**config.mk**
```make
export PLATFORM = sky130hd
export DESIGN_NAME = xadc_reader
export DESIGN_NICKNAME = d
export VERILOG_FILES = /design/src/rtl/xadc_pkg.sv /design/src/rtl/xadc_reader.sv
export SDC_FILE = /design/constraint.sdc
export NUM_CORES = 1
export LEC_CHECK = 0
export BUFFER_PORTS_ARGS = -buffer_cell sky130_fd_sc_hd__buf_2
export CAP_MARGIN = 10
export CORE_ASPECT_RATIO = 1.25
export CORE_UTILIZATION = 46
export DETAILED_ROUTE_END_ITERATION = 12
export PLACE_DENSITY_LB_ADDON = 0.05
export SLEW_MARGIN = 20
export SYNTH_ARGS = -nofsm -noshare
export SYNTH_HDL_FRONTEND = slang
export SYNTH_SLANG_ARGS = --single-unit
```
**constraint.sdc**
```tcl
create_clock -name Clk -period 1.5 [get_ports Clk]
set_input_delay 0.15 -clock Clk [delete_from_list [all_inputs] [get_ports Clk]]
set_output_delay 0.15 -clock Clk [all_outputs]
set_load 0.005 [all_outputs]
```
**src/rtl/xadc_pkg.sv**
```systemverilog
// Shared types and constants for the XADC conversion reader.
package xadc_pkg;

  localparam int ADC_BITS  = 12;
  localparam int CHAN_BITS = 5;

  // Conversion sequencing states.
  typedef enum logic [2:0] {
    IDLE,
    CONVERT,
    WAIT_EOC,
    READ,
    WAIT_DRDY,
    DONE
  } state_t;

  // DRP address as seen by the XADC primitive.
  typedef logic [6:0] drp_addr_t;

  // Status registers for channels sit at the channel number itself.
  function automatic drp_addr_t chan_to_daddr(input logic [CHAN_BITS-1:0] ch);
    return drp_addr_t'(ch);
  endfunction

endpackage

```
**src/rtl/xadc_reader.sv**
```systemverilog
// Drives one XADC conversion per accepted Trigger: pulses CONVST, waits for
// EOC, reads the channel result over DRP and presents the 12-bit sample.
// Requests arriving while busy are dropped and flagged; each wait is
// bounded so a missing strobe cannot hang the sequencer.
module xadc_reader
  import xadc_pkg::*;
#(
  parameter int CONVST_CLKS  = 4,
  parameter int TIMEOUT_CLKS = 2000
) (
  input  logic                 Clk,
  input  logic                 Reset,
  input  logic                 Trigger,
  input  logic                 EOC,
  input  logic [CHAN_BITS-1:0] Channel,
  input  logic                 DRDY,
  input  logic [15:0]          DO,
  output logic                 CONVST,
  output logic                 DEN,
  output logic                 DWE,
  output logic [6:0]           DADDR,
  output logic [ADC_BITS-1:0]  Sample,
  output logic [CHAN_BITS-1:0] SampleChan,
  output logic                 SampleValid,
  output logic                 Overrun,
  output logic                 Timeout
);

  localparam int CNV_W = $clog2(CONVST_CLKS + 1);
  localparam int TMO_W = $clog2(TIMEOUT_CLKS + 1);
  localparam logic [CNV_W-1:0] CNV_LAST = CNV_W'(CONVST_CLKS - 1);
  localparam logic [TMO_W-1:0] TMO_LAST = TMO_W'(TIMEOUT_CLKS - 1);

  state_t                 state_reg, state_next;
  logic [CNV_W-1:0]       convst_cnt_reg, convst_cnt_next;
  logic [TMO_W-1:0]       tmo_cnt_reg, tmo_cnt_next;
  logic                   convst_reg;
  logic                   den_reg;
  drp_addr_t              daddr_reg, daddr_next;
  logic [ADC_BITS-1:0]    sample_reg, sample_next;
  logic [CHAN_BITS-1:0]   sample_chan_reg, sample_chan_next;
  logic                   sample_valid_reg;
  logic                   overrun_reg, overrun_next;
  logic                   timeout_reg, timeout_next;

  // The XADC result is left-justified; the low nibble carries no data.
  logic unused_do_bits;
  assign unused_do_bits = ^DO[15-ADC_BITS:0];

  // Next-state, counters and capture; every wait state carries its own timeout.
  always_comb begin
    state_next       = state_reg;
    convst_cnt_next  = '0;
    tmo_cnt_next     = '0;
    daddr_next       = daddr_reg;
    sample_next      = sample_reg;
    sample_chan_next = sample_chan_reg;
    timeout_next     = 1'b0;
    overrun_next     = Trigger && (state_reg != IDLE);

    case (state_reg)
      IDLE: begin
        if (Trigger) state_next = CONVERT;
      end
      CONVERT: begin
        if (convst_cnt_reg == CNV_LAST) state_next = WAIT_EOC;
        else convst_cnt_next = convst_cnt_reg + CNV_W'(1);
      end
      WAIT_EOC: begin
        // A strobe on the final allowed cycle still counts as success.
        if (EOC) begin
          daddr_next = chan_to_daddr(Channel);
          state_next = READ;
        end else if (tmo_cnt_reg == TMO_LAST) begin
          timeout_next = 1'b1;
          state_next   = IDLE;
        end else begin
          tmo_cnt_next = tmo_cnt_reg + TMO_W'(1);
        end
      end
      READ: begin
        state_next = WAIT_DRDY;
      end
      WAIT_DRDY: begin
        if (DRDY) begin
          sample_next      = DO[15 -: ADC_BITS];
          sample_chan_next = daddr_reg[CHAN_BITS-1:0];
          state_next       = DONE;
        end else if (tmo_cnt_reg == TMO_LAST) begin
          timeout_next = 1'b1;
          state_next   = IDLE;
        end else begin
          tmo_cnt_next = tmo_cnt_reg + TMO_W'(1);
        end
      end
      DONE: begin
        state_next = IDLE;
      end
      default: begin
        state_next = IDLE;
      end
    endcase
  end

  // State, counters and registered outputs; outputs follow the state being entered.
  always_ff @(posedge Clk or posedge Reset) begin
    if (Reset) begin
      state_reg        <= IDLE;
      convst_cnt_reg   <= '0;
      tmo_cnt_reg      <= '0;
      convst_reg       <= 1'b0;
      den_reg          <= 1'b0;
      daddr_reg        <= '0;
      sample_reg       <= '0;
      sample_chan_reg  <= '0;
      sample_valid_reg <= 1'b0;
      overrun_reg      <= 1'b0;
      timeout_reg      <= 1'b0;
    end else begin
      state_reg        <= state_next;
      convst_cnt_reg   <= convst_cnt_next;
      tmo_cnt_reg      <= tmo_cnt_next;
      convst_reg       <= (state_next == CONVERT);
      den_reg          <= (state_next == READ);
      daddr_reg        <= daddr_next;
      sample_reg       <= sample_next;
      sample_chan_reg  <= sample_chan_next;
      sample_valid_reg <= (state_next == DONE);
      overrun_reg      <= overrun_next;
      timeout_reg      <= timeout_next;
    end
  end

  assign CONVST      = convst_reg;
  assign DEN         = den_reg;
  assign DWE         = 1'b0;
  assign DADDR       = daddr_reg;
  assign Sample      = sample_reg;
  assign SampleChan  = sample_chan_reg;
  assign SampleValid = sample_valid_reg;
  assign Overrun     = overrun_reg;
  assign Timeout     = timeout_reg;

endmodule

```
==> out/metrics.csv <==
stage;metric;value;unit
route;Vias/cell;5.072;
clock_network;H-Tree Depth;2;
floorplanning;row count;25;
setup_path;slowest cell delay on critical path;0.44;ns
final_layout;share of post-route cells with drive strength above 1;52.13;%
yosys;flops & latches, synth;44;
worst_hold_path;hold wc startpoint;DO[5];
global_route;largest net degree at the start of global routing;45;
clock_network;Worst-path clk slew;0.09;ns
final_layout;Diodes inserted;0;
timing;FMAX;689.0;MHz
yosys;Seq/Total Area, Yosys;58.32;%
route;Post-Route WL;3497;um
timing;worst slew pin tran;0.5258;ns
setup_path;R2R cell count;4;
route;total number of vias;1344;
route;post-DR wirelength/cell;13.20;um
status;run status;completed;
setup_path;CP startpoint;state_reg[0];
clock_network;Clock Tree Root;clkbuf_8;
clock_network;Worst-Skew Late Latency;0.29;ns
setup_path;crit-path cells;nor3b_2 > and2_4 > buf_12 > mux2_2;
setup_path;Slowest cell on crit path;dfrtp_1;
final_layout;max FFs per register;12;
route;initial DRC count;46;
yosys;Cell variety after synth;39;
yosys;syn_area_per_cell;13.20;um2
placement;Placement Cell Area;2273;um2
setup_path;Crit Path Max Fanout;19;
setup_path;R2R setup slack;0.05;ns
flow_run;Max-Cap Viols;0;
power;P per Cell Area;1401;nW/um2
yosys;Cells after Synth;143;
timing;clk_skew;0.007818;ns
timing;RSZ-0062 raised after global routing;yes;
final_layout;filler cell count in the final layout;309;
floorplanning;Die Wd;59.30;um
timing;Pins Over Slew Limit;0;
yosys;Post-synth EDFFs;0;
clock_network;clk buf depth;2;
route;Residual DRC;0;
yosys;yosys warns;0;
yosys;asr flop ratio synth;100.0;%
floorplanning;initial core utilization;49.07;%
route;drt pass-1 iters;4;
worst_hold_path;Worst Hold End;Sample[1];
power;static leakage;1.216;nW
global_route;first-pass GRT wire length;5575;um
timing;Setup-failing EPs final;0;
global_route;GRT Total Usage;17.21;%
setup_path;critical path class;flip-flop to flip-flop;
floorplanning;io pins;56;
yosys;Top FF cell, synth;dfrtp_1;
clock_network;CTS Sinks;44;
final_layout;synth-to-layout area growth;30.68;%
floorplanning;core area;3847;um2
placement;Detail Placement HPWL;2485;um
worst_hold_path;worst hold stages;2;
global_route;GRT overflow;0;
worst_hold_path;type of the tightest min-delay check;input pin to flip-flop;
timing;Slew headroom;64.94;%
setup_path;worst r2r src;state_reg[0];
power;maximum vdd drop;629.6;uV
final_layout;Layout Nets;238;
setup_path;CP arrival;1.63;ns
setup_path;Worst setup SP type;flip-flop;
global_route;initial antenna violation count;0;
timing;final setup TNS;0;ns
floorplanning;die area;4366;um2
floorplanning;Die Y-Extent;73.63;um
final_layout;Finished Cell Area;2467;um2
setup_path;Critical Path RT;1.68;ns
clock_network;total CTS buffers;5;
timing;Final min period;1.451;ns
timing;Hold Vio Cnt, Final;0;
timing;fin crit share;96.76;%
placement;number of buffers added on ports;48;
global_route;vias in the first global route;1259;
clock_network;CTS tree;yes;
placement;Routability Congestion;0.7838;
timing;worst hold slack;0.08329;ns
route;Post-DRT Antenna Nets;0;
setup_path;crit path capture type;flip-flop;
yosys;mapped cell area;1888;um2
setup_path;Worst R2R End;Sample[4];
## Yosys cell counts (2+ instances only)
cell | instances | area share [%]
xnor2_1 | 2 | 0.93
nor2b_1 | 4 | 1.3
nand4_1 | 3 | 0.99
mux2_2 | 22 | 13
buf_2 | 3 | 0.79
dfrtp_1 | 44 | 58
nor3b_1 | 5 | 2.0
nand3b_1 | 2 | 0.79
o41ai_1 | 2 | 0.93
o31ai_1 | 2 | 0.79
o21ai_0 | 6 | 1.6
nor3_1 | 4 | 1.1
inv_1 | 3 | 0.60
nand3_1 | 2 | 0.53
or3_1 | 4 | 1.3
a211oi_1 | 3 | 1.2
buf_6 | 3 | 1.8
nand2_1 | 3 | 0.60
buf_4 | 3 | 1.2
or4_1 | 2 | 0.79
nor2_1 | 2 | 0.40
ha_1 | 2 | 1.3
## metrics by stage
step	utilization [%]	total power (W)	std cells	worst slack (ns)
floorplan	-	0.002197	145	-0.01134
finish	64.13	0.003456	265	0.04861
CTS	62.60	0.003481	263	0.002634
global placement	59.09	0.002521	253	0.03373
global route	64.13	0.003689	265	-0.02450
detailed placement	59.09	0.002573	253	-0.007712
## how the worst max path moves through the flow
stage                            endpoint  cells past startpoint  slack [ns]
after detailed placement     state_reg[1]                      5      -0.008
after floorplan                Sample[10]                      6       -0.01
final                           Sample[4]                      4        0.05
after CTS                 tmo_cnt_reg[10]                      4       0.003
after global placement    tmo_cnt_reg[10]                      4        0.03
after global routing            Sample[4]                      4       -0.02
## worst max-delay path: cells and delay by family, from the launching register on
| kind | cells | cell delay (ns) |
|---|---|---|
| buffers and inverters | 1 | 0.15 |
| flip-flops | 1 | 0.44 |
| multiplexers | 1 | 0.34 |
| AND/OR/NAND/NOR | 2 | 0.40 |
## cell type report
cell class	count	area [um2]	share of cell area, %
Clock buffer	5	68.82	2.789
Timing Repair Buffer	68	417.9	16.94
Inverter	3	11.26	0.4564
Sequential cell	44	1101	44.62
Clock inverter	3	46.29	1.876
Tap cell	54	67.56	2.738
Multi-Input combinational cell	88	754.5	30.58
## cells by family after synthesis
family	synth area share, %
compound gates	7.157
simple gates	13.92
flops	58.32
xor+xnor	1.392
mux	13.12
buf+inv	4.572
fa+ha+maj	1.325
other cells	0.1986
## power by group
part,internal [W],total (W),switching (W)
Sequential,0.00148,0.00163,0.000151
Clock,0.000501,0.000903,0.000402
Combinational,0.000544,0.000926,0.000383
## cell usage in the layout, fill, tap and decap left out, types with 2 or more instances in the layout
cell,netlist,layout
buf_2,3,48
dfrtp_1,44,44
mux2_2,22,22
buf_4,3,17
o21ai_0,6,6
nor3b_1,5,5
clkbuf_8,0,5
nor3_1,4,4
or3_1,4,4
nor2b_1,4,4
nand4_1,3,3
a211oi_2,1,3
inv_1,3,3
nand2_1,3,3
conb_1,1,3
nand3_1,2,2
xnor2_1,2,2
or4_1,2,2
o31ai_1,2,2
nand3b_1,2,2
o41ai_2,0,2
nor2_1,2,2
buf_12,0,2
## metal layers
| metal | vias to the layer above | GRT usage (%) | routed length, um |
|---|---|---|---|
| met3 | 5 | 5.458 | 184 |
| li1 | 644 | - | - |
| met1 | 659 | 19.72 | 1364 |
| met2 | 36 | 29.59 | 1898 |
| met5 | - | 0 | 0 |
| met4 | 0 | 6.349 | 50 |
## timing repair
action                                 4_1_cts  5_1_grt
endpoints found under the hold margin       23        0
setup endpoints to repair                    2       28
hold buffers                                 1        0
setup buffers                                1        2
pin swaps                                    0        2
gates resized for setup                      1        8
No activity file was read; power rests on OpenSTA's default activity.
